==> src/rtl/tree_pkg.sv <==
// Shared definitions for the BST store and its in-order walker.
// Contents: key/index widths, node capacity, the "no child" pointer value,
// the stack-pointer width and the walker state encoding.
package tree_pkg;

    localparam int KEY_W = 4;               // key width
    localparam int IDX_W = 3;               // node index width
    localparam int NODES = 7;               // node capacity, also stack depth
    localparam int SP_W  = $clog2(NODES + 1);

    // Child pointer value meaning "no child".
    localparam logic [IDX_W-1:0] NULL_IDX = IDX_W'(7);

    typedef enum logic [2:0] {
        ST_IDLE    = 3'd0,
        ST_DESCEND = 3'd1,
        ST_POP     = 3'd2,
        ST_EMIT    = 3'd3,
        ST_DONE    = 3'd4
    } walk_state_e;

endpackage

==> src/rtl/tree_inorder_walker_walk_stack.sv <==
// walk_stack: NODES-deep LIFO of node indices used by the in-order walker.
// Ports:
//   clk, rst_n   clock, async active-low reset (clears the stack pointer)
//   clear        synchronous empty; wins over push/pop in the same cycle
//   push         write push_data on top (ignored when full)
//   pop          drop the top entry (ignored when empty)
//   push_data    index to push
//   top          current top entry, combinational ('0 when empty)
//   full, empty  occupancy flags
module walk_stack
    import tree_pkg::*;
(
    input  logic             clk,
    input  logic             rst_n,
    input  logic             clear,
    input  logic             push,
    input  logic             pop,
    input  logic [IDX_W-1:0] push_data,
    output logic [IDX_W-1:0] top,
    output logic             full,
    output logic             empty
);

    logic [IDX_W-1:0] mem_q [NODES];
    logic [SP_W-1:0]  sp_q;

    assign full  = (sp_q == SP_W'(NODES));
    assign empty = (sp_q == '0);
    assign top   = empty ? '0 : mem_q[sp_q - SP_W'(1)];

    always_ff @(posedge clk or negedge rst_n) begin
        if (!rst_n) begin
            sp_q <= '0;
        end else if (clear) begin
            sp_q <= '0;
        end else if (push && !full) begin
            sp_q <= sp_q + SP_W'(1);
        end else if (pop && !empty) begin
            sp_q <= sp_q - SP_W'(1);
        end
    end

    // NOTE: entry storage has no reset; an entry is only read below sp_q,
    // so it is always written before it can be observed.
    always_ff @(posedge clk) begin
        if (!clear && push && !full) begin
            mem_q[sp_q] <= push_data;
        end
    end

endmodule

==> src/rtl/tree_inorder_walker.sv <==
// tree_inorder_walker: on request, walks the stored BST in-order and streams
// its keys in ascending order over a valid/ready port.
// Ports:
//   clk, rst_n            clock, async active-low reset
//   start                 1-cycle walk request (ignored unless idle)
//   abort                 cancel any walk; back to idle next cycle, no done
//   tree_count            nodes in the store; root is index 0
//   rd_idx                read address into the store
//   rd_key/left/right     store contents at rd_idx, same cycle
//   out_key, out_valid    emitted key and its valid
//   out_ready             consumer accepts when out_valid & out_ready
//   busy                  walk in progress
//   done                  1-cycle pulse at walk end
//   err                   stack overflow (cyclic/corrupt tree); sticky until
//                         the next accepted start
module tree_inorder_walker
    import tree_pkg::*;
(
    input  logic             clk,
    input  logic             rst_n,
    input  logic             start,
    input  logic             abort,
    input  logic [IDX_W-1:0] tree_count,
    output logic [IDX_W-1:0] rd_idx,
    input  logic [KEY_W-1:0] rd_key,
    input  logic [IDX_W-1:0] rd_left,
    input  logic [IDX_W-1:0] rd_right,
    output logic [KEY_W-1:0] out_key,
    output logic             out_valid,
    input  logic             out_ready,
    output logic             busy,
    output logic             done,
    output logic             err
);

    walk_state_e      state_q;
    logic [IDX_W-1:0] cur_q;
    logic [KEY_W-1:0] out_key_q;
    logic             out_valid_q;
    logic             busy_q;
    logic             done_q;
    logic             err_q;

    logic             cur_null;
    logic             stk_push;
    logic             stk_pop;
    logic             stk_clear;
    logic [IDX_W-1:0] stk_top;
    logic             stk_full;
    logic             stk_empty;

    // A pointer is "no child" when it is the NULL marker or beyond the store.
    assign cur_null = (cur_q == NULL_IDX) || (cur_q >= tree_count);

    // NOTE: every signal driven here gets a default first, so no latch can form.
    always_comb begin
        stk_push  = 1'b0;
        stk_pop   = 1'b0;
        stk_clear = abort || (state_q == ST_IDLE && start);
        rd_idx    = '0;
        case (state_q)
            ST_DESCEND: begin
                rd_idx   = cur_q;
                stk_push = !abort && !cur_null && !stk_full;
            end
            ST_POP: begin
                rd_idx  = stk_top;
                stk_pop = !abort;
            end
            default: ;
        endcase
    end

    walk_stack u_stack (
        .clk       (clk),
        .rst_n     (rst_n),
        .clear     (stk_clear),
        .push      (stk_push),
        .pop       (stk_pop),
        .push_data (cur_q),
        .top       (stk_top),
        .full      (stk_full),
        .empty     (stk_empty)
    );

    always_ff @(posedge clk or negedge rst_n) begin
        if (!rst_n) begin
            state_q     <= ST_IDLE;
            cur_q       <= '0;
            out_key_q   <= '0;
            out_valid_q <= 1'b0;
            busy_q      <= 1'b0;
            done_q      <= 1'b0;
            err_q       <= 1'b0;
        end else begin
            done_q <= 1'b0;
            if (abort) begin
                state_q     <= ST_IDLE;
                out_valid_q <= 1'b0;
                busy_q      <= 1'b0;
            end else begin
                case (state_q)
                    ST_IDLE: begin
                        if (start) begin
                            err_q <= 1'b0;
                            cur_q <= '0;
                            if (tree_count != '0) begin
                                busy_q  <= 1'b1;
                                state_q <= ST_DESCEND;
                            end else begin
                                done_q  <= 1'b1;
                                state_q <= ST_DONE;
                            end
                        end
                    end
                    ST_DESCEND: begin
                        if (!cur_null) begin
                            if (stk_full) begin
                                // Deeper than the tree can be: the links loop.
                                err_q   <= 1'b1;
                                busy_q  <= 1'b0;
                                done_q  <= 1'b1;
                                state_q <= ST_DONE;
                            end else begin
                                cur_q <= rd_left;
                            end
                        end else if (stk_empty) begin
                            busy_q  <= 1'b0;
                            done_q  <= 1'b1;
                            state_q <= ST_DONE;
                        end else begin
                            state_q <= ST_POP;
                        end
                    end
                    ST_POP: begin
                        out_key_q   <= rd_key;
                        cur_q       <= rd_right;
                        out_valid_q <= 1'b1;
                        state_q     <= ST_EMIT;
                    end
                    ST_EMIT: begin
                        if (out_ready) begin
                            out_valid_q <= 1'b0;
                            state_q     <= ST_DESCEND;
                        end
                    end
                    ST_DONE: begin
                        state_q <= ST_IDLE;
                    end
                    default: begin
                        state_q <= ST_IDLE;
                    end
                endcase
            end
        end
    end

    assign out_key   = out_key_q;
    assign out_valid = out_valid_q;
    assign busy      = busy_q;
    assign done      = done_q;
    assign err       = err_q;

endmodule

==> config.mk <==
export PLATFORM = sky130hd
export DESIGN_NAME = tree_inorder_walker
export DESIGN_NICKNAME = d
export VERILOG_FILES = /design/src/rtl/tree_pkg.sv /design/src/rtl/tree_inorder_walker_walk_stack.sv /design/src/rtl/tree_inorder_walker.sv
export SDC_FILE = /design/constraint.sdc
export NUM_CORES = 1
export LEC_CHECK = 0
export ABC_AREA = 1
export BUFFER_PORTS_ARGS = -buffer_cell sky130_fd_sc_hd__buf_2
export CAP_MARGIN = 20
export CELL_PAD_IN_SITES_DETAIL_PLACEMENT = 0
export CELL_PAD_IN_SITES_GLOBAL_PLACEMENT = 1
export CORE_MARGIN = 10
export CORE_UTILIZATION = 35
export DETAILED_ROUTE_END_ITERATION = 8
export GPL_ROUTABILITY_DRIVEN = 0
export PLACE_DENSITY = 0.77
export SLEW_MARGIN = 20
export SYNTH_ARGS = -nofsm -noshare
export SYNTH_HDL_FRONTEND = slang
export SYNTH_HIERARCHICAL = 1
export SYNTH_SLANG_ARGS = --single-unit
==> constraint.sdc <==
create_clock -name clk -period 2.3 [get_ports clk]
set_input_delay 0.115 -clock clk [delete_from_list [all_inputs] [get_ports clk]]
set_output_delay 0.115 -clock clk [all_outputs]
set_load 0.005 [all_outputs]
==> flow_summary.toml, run 1 <==
[outcome]
run_status = "finished, final reports clean"

[setup_path]
critical_path.top_delay_family = "buffers and inverters"
setup.worst_path.class = "reg -> out"
timing.critical_path.from_type = "register"
worst_path_fanout_max = 15
reg2reg_depth = 9
worstSetupEndpointType = "output pin"
ordered_list_of_cells_on_the_worst_path = "buf_4 -> inv_2 -> buf_8 -> ha_2 -> inv_1 -> nand2_1 -> nand2_1 -> nor2_1 -> nand2_1 -> nand2_1 -> nor2_1 -> a22o_1 -> buf_2"
ff2ff_setup_slack_ns = 0.15
reg2reg_from = "u_stack/sp_q[1]$_DFFE_PN0P_"
critPathSlowestCell = "sky130_fd_sc_hd__dfrtp_1"
cpPeakStageDelay_ns = 0.38
crit_path_frequent_cell = "sky130_fd_sc_hd__nand2_1"
path_buf_inv = 5
critical_path_arrival_ns = 2.05
critPathRequiredTime_ns = 2.18
crit-reg2reg-capture = "u_stack/mem_q[1][2]$_DFFE_PP_"

[power_and_ir_drop]
fin_total_pwr_mw = 3.215
leakage_power_nw = 1.360
pwr_cell_area_nw_per_um2 = 1230
max-vdd-ir-drop_mv = 0.4945

[layout]
drive_above_1_share_pct = 23.29
util_after_layout_pct = 43.38
final.fill_count = 623
design.final.nets = 346
regArea_um2 = 1056
layout-area-overhead-vs-synth_pct = 18.36
final_design_area_no_fill_um2 = 2614
antenna-diode-count = 0
multi_input_gate_area_in_the_final_layout_um2 = 939.7
layout.cells.non_filler = 397

[synth]
synth_ff_type = "sky130_fd_sc_hd__edfxtp_1"
post_synthesis_cell_type_count = 25
ys.warnings.count = 6
yosysSeqAreaShare_pct = 47.82
synth-edff-count = 21
synth_largest_type_area_fraction_pct = 28.56
synth_area_leader_cell = "sky130_fd_sc_hd__edfxtp_1"
synthesis.area_um2 = 2208
post-synth-top-count-cell = "sky130_fd_sc_hd__nand2_1"
synth_seq_cells = 38
avgSynthCellArea_um2 = 7.944
synth_nets = 303
ys_async_sr_fraction_pct = 44.74
synthTopCellsByCount = "sky130_fd_sc_hd__nand2_1 (101), sky130_fd_sc_hd__inv_1 (37), sky130_fd_sc_hd__nor2_1 (27)"
post_synth_inst_count = 278
synth_top_cells_by_area = "sky130_fd_sc_hd__edfxtp_1 (29%), sky130_fd_sc_hd__dfrtp_1 (19%), sky130_fd_sc_hd__nand2_1 (17%)"

[worst_hold_path]
min-delay-start = "rd_key[3]"
hold_end = "out_key[3]$_DFFE_PN0P_"
min_path_cells = 3
holdCritPathClass = "in -> reg"

[grt]
grtUsageTotal_pct = 10.37
grt_first_pass_wirelength_mm = 8.286
grt_max_degree = 18
gr-total-overflow = 0
grt_pass1_vias = 1712
number_of_antenna_violations_at_the_first_check_in_global_routing = 0

[placed_design]
buffer_ports.inserted = 28
dp_cells = 387
dp_hpwl_mm = 3.852
placement.cell_area_um2 = 2467

[routing]
remaining_drc_errors = 0
wl_per_cell_um = 12.73
via_count = 1794
drt-vias-per-instance = 4.519
antenna_violating_nets_post_route = 0
drt_pass1_iterations = 4
dr.first_iter.drc_count = 94
detail_route.wirelength_mm = 5.055

[floorplan]
placementRows = 28
floorplan.core_area_um2 = 6026
die-area_um2 = 9887
ioPinCount = 29
die-height_um = 99.44
initial_core_util_pct = 36.65
die_width_um = 99.44

[cts]
cts.htree.levels = 2
cts_inserted_buffers = 5
clk_pin_slew_ns = 0.07
cts_tree = "yes"
clockBufferDepth = 2
tritoncts_num_sinks = 38
ctsRootBufferMaster = "sky130_fd_sc_hd__clkbuf_8"
worst_skew_pair.late_latency_ns = 0.29

[sta]
report.final.hold_viol_count = 0
setup_repair_after_global_routing_missed_its_margin = "yes"
fmax_mhz = 461.1
finalMaxSlewViolations = 0
fin_crit_ns = 2.169
max_slew_margin_pct = 70.00
setup_violations = 0
final.setup_skew_ns = 0.008514
final.period_utilization_pct = 94.30
worst_slew_pin_slew_ns = 0.4466

[run]
max-cap-violations = 0
power by group:
part | switching (mW) | internal [mW] | total (mW)
registers | 0.0893 | 0.907 | 0.996
logic | 1.07 | 0.603 | 1.67
clock network | 0.229 | 0.320 | 0.549
layer usage:
metal  track usage (%)  routed length [um]  vias up
li1                  -                   -      947
met1             11.96                2239      806
met2             17.74                2510       36
met3             2.976                 243        5
met4             3.859                  61        0
met5                 0                   0        -
layout by cell type (no fill, tap or decap), drive strengths merged, types with 6 or more instances in the layout:
master  count
nor2       33
o21ai      11
ha          7
clkbuf      6
nand3      17
edfxtp     21
buf        38
inv        46
nand2     108
nor3        7
dfrtp      17
timing repair:
action | CTS | global route
hold buffers | 2 | 0
hold endpoints to repair | 18 | 0
endpoints found under the setup margin | 0 | 12
resized for setup | 0 | 6
buffers inserted | 0 | 0
metrics by stage:
stage	setup slack, ns	setup TNS (ns)	hold slack, ns
after floorplan	0.1044	0	-0.1806
after detailed placement	0.08296	0	0.08061
after global routing	-0.05322	-0.4423	0.02397
final	0.1310	0	0.02358
after CTS	0.04825	0	0.01680
after global placement	0.1848	0	0.07370
area by class of cell:
class	instances	share of cell area, %
well taps	75	3.590
clock inverters	2	1.292
inverters	46	6.702
multi-input cells	190	35.95
clock buffers	6	2.776
flip-flops and latches	38	40.40
repair buffers	40	9.287
worst max path at each step:
stage,startpoint,to,slack [ns],cells past startpoint
6_report,u_stack/sp_q[0]$_DFFE_PN0P_,rd_idx[2],0.13,13
2_1_floorplan,cur_q[2]$_DFFE_PN0P_,u_stack/mem_q[6][0]$_DFFE_PP_,0.10,8
3_3_place_gp,u_stack/sp_q[1]$_DFFE_PN0P_,u_stack/mem_q[6][1]$_DFFE_PP_,0.18,9
4_1_cts,u_stack/sp_q[0]$_DFFE_PN0P_,rd_idx[2],0.05,13
3_5_place_dp,u_stack/sp_q[1]$_DFFE_PN0P_,u_stack/mem_q[6][1]$_DFFE_PP_,0.08,9
5_1_grt,u_stack/sp_q[1]$_DFFE_PN0P_,u_stack/mem_q[3][2]$_DFFE_PP_,-0.05,9
registers in the layout, indices dropped and copies added, names as in the netlist:
register       flops
cur_q              3
state_q            3
out_valid          1
u_stack/sp_q       3
done               1
u_stack/mem_q     21
busy               1
err                1
out_key            4
cell families (layout without fill, tap and decap cells):
group                      after synthesis  count (layout)  synth area share [%]
and+or+nand+nor                        166             166                 33.54
DFF                                     38              38                 47.82
adders and majority gates                7               7                 3.966
buffers and inverters                   50              94                 10.20
AOI/OAI and AO/OA                       17              17                 4.476
worst min-delay path, delay by kind of cell:
family	cells	cell delay, ns
buf+inv	1	0.07
simple gates	2	0.09
Note: power is estimated with default switching activity, not from simulation.
==> run 2: changes to the inputs <==
--- a/config.mk
+++ b/config.mk
@@ -14,9 +14,9 @@
 export CORE_UTILIZATION = 35
 export DETAILED_ROUTE_END_ITERATION = 8
 export GPL_ROUTABILITY_DRIVEN = 0
-export PLACE_DENSITY = 0.77
+export PLACE_DENSITY = 0.76
 export SLEW_MARGIN = 20
 export SYNTH_ARGS = -nofsm -noshare
 export SYNTH_HDL_FRONTEND = slang
-export SYNTH_HIERARCHICAL = 1
 export SYNTH_SLANG_ARGS = --single-unit
+export TNS_END_PERCENT = 1
==> constraint.sdc (replaced) <==
create_clock -name clk -period 2.3 [get_ports clk]
set_input_delay 0.115 -clock clk [delete_from_list [all_inputs] [get_ports clk]]
set_output_delay 0.115 -clock clk [all_outputs]
set_load 0.02 [all_outputs]
==> flow_summary.toml, run 2 <==
[outcome]
run_status = "finished, final reports clean"

[grt]
grt_max_degree = 18
grt_first_pass_wirelength_mm = 8.010
grt_pass1_vias = 1667
grtUsageTotal_pct = 11.16
gr-total-overflow = 0
number_of_antenna_violations_at_the_first_check_in_global_routing = 0

[setup_path]
crit-reg2reg-capture = "u_stack.mem_q[0][1]$_DFFE_PP_"
reg2reg_from = "u_stack.sp_q[0]$_DFFE_PN0P_"
worstSetupEndpointType = "register"
setup.worst_path.class = "reg -> reg"
reg2reg_depth = 7
worst_path_fanout_max = 6
critical_path_arrival_ns = 2.08
critPathRequiredTime_ns = 2.24
timing.critical_path.from_type = "register"
ff2ff_setup_slack_ns = 0.15

[worst_hold_path]
min-delay-start = "out_ready"
holdCritPathClass = "in -> reg"
min_path_cells = 2
hold_end = "out_valid$_DFFE_PN0P_"

[floorplan]
die-area_um2 = 9235
initial_core_util_pct = 36.36
placementRows = 27
die-height_um = 96.10
die_width_um = 96.10
floorplan.core_area_um2 = 5574
ioPinCount = 29

[sta]
setup_violations = 0
worst_hold_slack_ns = 0.03501
final.setup_skew_ns = 0.004571
max_slew_margin_pct = 69.08
fmax_mhz = 466.0
tns_ns = 0
final.period_utilization_pct = 93.31
fin_crit_ns = 2.146
report.final.hold_viol_count = 0
finalMaxSlewViolations = 0
worst_slew_pin_slew_ns = 0.4603
setup_repair_after_global_routing_missed_its_margin = "no"

[synth]
post-synth-top-count-cell = "sky130_fd_sc_hd__nand2_1"
synth_largest_type_area_fraction_pct = 31.11
synth_top_cells_by_area = "sky130_fd_sc_hd__edfxtp_1 (31%), sky130_fd_sc_hd__dfrtp_1 (21%), sky130_fd_sc_hd__nand2_1 (11%)"
ys_async_sr_fraction_pct = 44.74
avgSynthCellArea_um2 = 9.009
yosysSeqAreaShare_pct = 52.10
post_synthesis_cell_type_count = 28
post_synth_inst_count = 225
synth_ff_type = "sky130_fd_sc_hd__edfxtp_1"
ys.warnings.count = 0
synth_area_leader_cell = "sky130_fd_sc_hd__edfxtp_1"
synthesis.area_um2 = 2027
synthTopCellsByCount = "sky130_fd_sc_hd__nand2_1 (57), sky130_fd_sc_hd__nor2_1 (29), sky130_fd_sc_hd__edfxtp_1 (21)"
synth-edff-count = 21
synth_seq_cells = 38
synth_nets = 250

[layout]
largest_reg_flops = 21
biggest_register = "u_stack.mem_q"
regArea_um2 = 1057
final.fill_count = 572
drive_above_1_share_pct = 26.49
multi_input_gate_area_in_the_final_layout_um2 = 887.1
antenna-diode-count = 0
layout-area-overhead-vs-synth_pct = 19.94
final_cell_mix = "sky130_fd_sc_hd__nand2_1 (57), sky130_fd_sc_hd__nor2_1 (29), sky130_fd_sc_hd__buf_2 (27), sky130_fd_sc_hd__edfxtp_1 (21), sky130_fd_sc_hd__inv_1 (18)"
design.final.nets = 292
most_frequent_standard_cell_in_the_layout_excluding_fill_and_tap_cells = "sky130_fd_sc_hd__nand2_1"

[run]
max-cap-violations = 0

[routing]
antenna_violating_nets_post_route = 0
dr.first_iter.drc_count = 78
via_count = 1608
wl_per_cell_um = 14.03
detail_route.wirelength_mm = 4.769
drt-vias-per-instance = 4.729
remaining_drc_errors = 0
drt_pass1_iterations = 4

[power_and_ir_drop]
fin_total_pwr_mw = 2.560
leakage_power_nw = 1.154
pwr_cell_area_nw_per_um2 = 1053
max-vdd-ir-drop_mv = 0.4460

[cts]
ctsRootBufferMaster = "sky130_fd_sc_hd__clkbuf_8"
tritoncts_num_sinks = 38
clk_pin_slew_ns = 0.07
worst_skew_pair.late_latency_ns = 0.28
cts_inserted_buffers = 5
cts.htree.levels = 2
clockBufferDepth = 2
cts_tree = "yes"

[placed_design]
buffer_ports.inserted = 28
dp_hpwl_mm = 3.724
run 2: where the power goes:
part / internal (mW) / switching, mW
clock network: 0.207 / 0.228
logic: 0.405 / 0.741
registers: 0.898 / 0.0816
total: 1.51 / 1.05
run 2: per-layer routing:
metal  track usage [%]  vias up  part of all wire, %
li1                  -      836                    -
met1             14.12      725                   46
met2             17.32       41                   46
met3             4.125        6                  6.3
met4             3.440        0                  1.1
met5                 0        -                    0
run 2: cell type report:
type / count / area share (%)
Tap cell: 72 / 3.706
Clock buffer: 5 / 2.831
Sequential cell: 38 / 43.49
Multi-Input combinational cell: 160 / 36.49
Inverter: 24 / 3.757
Clock inverter: 3 / 0.6691
Timing Repair Buffer: 38 / 9.058
run 2: critical path, stage by stage, from the launching register on:
cell	delay (ns)
sky130_fd_sc_hd__dfrtp_1	0.43
sky130_fd_sc_hd__ha_1	0.22
sky130_fd_sc_hd__ha_1	0.21
sky130_fd_sc_hd__inv_1	0.11
sky130_fd_sc_hd__nand4_2	0.14
sky130_fd_sc_hd__nor2_4	0.21
sky130_fd_sc_hd__nand2_1	0.10
sky130_fd_sc_hd__nor3_1	0.38
run 2: cell families (layout without fill, tap and decap cells):
| logic type | after synthesis | count (layout) | share of synthesized area (%) |
|---|---|---|---|
| flops | 38 | 38 | 52.10 |
| buf+inv | 27 | 70 | 5.123 |
| compound gates | 26 | 26 | 8.210 |
| xor+xnor | 1 | 1 | 0.4322 |
| simple gates | 122 | 122 | 27.59 |
| mux | 4 | 4 | 2.222 |
| fa+ha+maj | 7 | 7 | 4.321 |
run 2: worst max-delay path by stage:
stage,start,end,slack (ns),cells after the start
after detailed placement,u_stack.sp_q[1]$_DFFE_PN0P_,u_stack.mem_q[0][1]$_DFFE_PP_,0.15,7
after global routing,u_stack.sp_q[0]$_DFFE_PN0P_,rd_idx[0],0.001,9
after CTS,u_stack.sp_q[0]$_DFFE_PN0P_,rd_idx[0],0.08,9
after floorplan,cur_q[2]$_DFFE_PN0P_,u_stack.mem_q[4][0]$_DFFE_PP_,0.35,8
after global placement,u_stack.sp_q[1]$_DFFE_PN0P_,u_stack.mem_q[3][2]$_DFFE_PP_,0.26,7
final,u_stack.sp_q[0]$_DFFE_PN0P_,u_stack.mem_q[0][1]$_DFFE_PP_,0.15,7
run 2: repair_timing:
action                     4_1_cts  5_1_grt
hold buffers                     1        0
resized for setup                4        2
hold endpoints to repair        17        0
setup endpoints to repair        1        1
buffers inserted                 0        2
run 2: per-stage QoR:
step	util, %	cells	instance area, um2	setup WS (ns)
2_1_floorplan	-	225	2027	0.3459
3_3_place_gp	41.19	329	2296	0.2613
3_5_place_dp	41.19	329	2296	0.1452
4_1_cts	43.30	338	2414	0.08294
5_1_grt	43.61	340	2431	0.001295
6_report	43.61	340	2431	0.1539
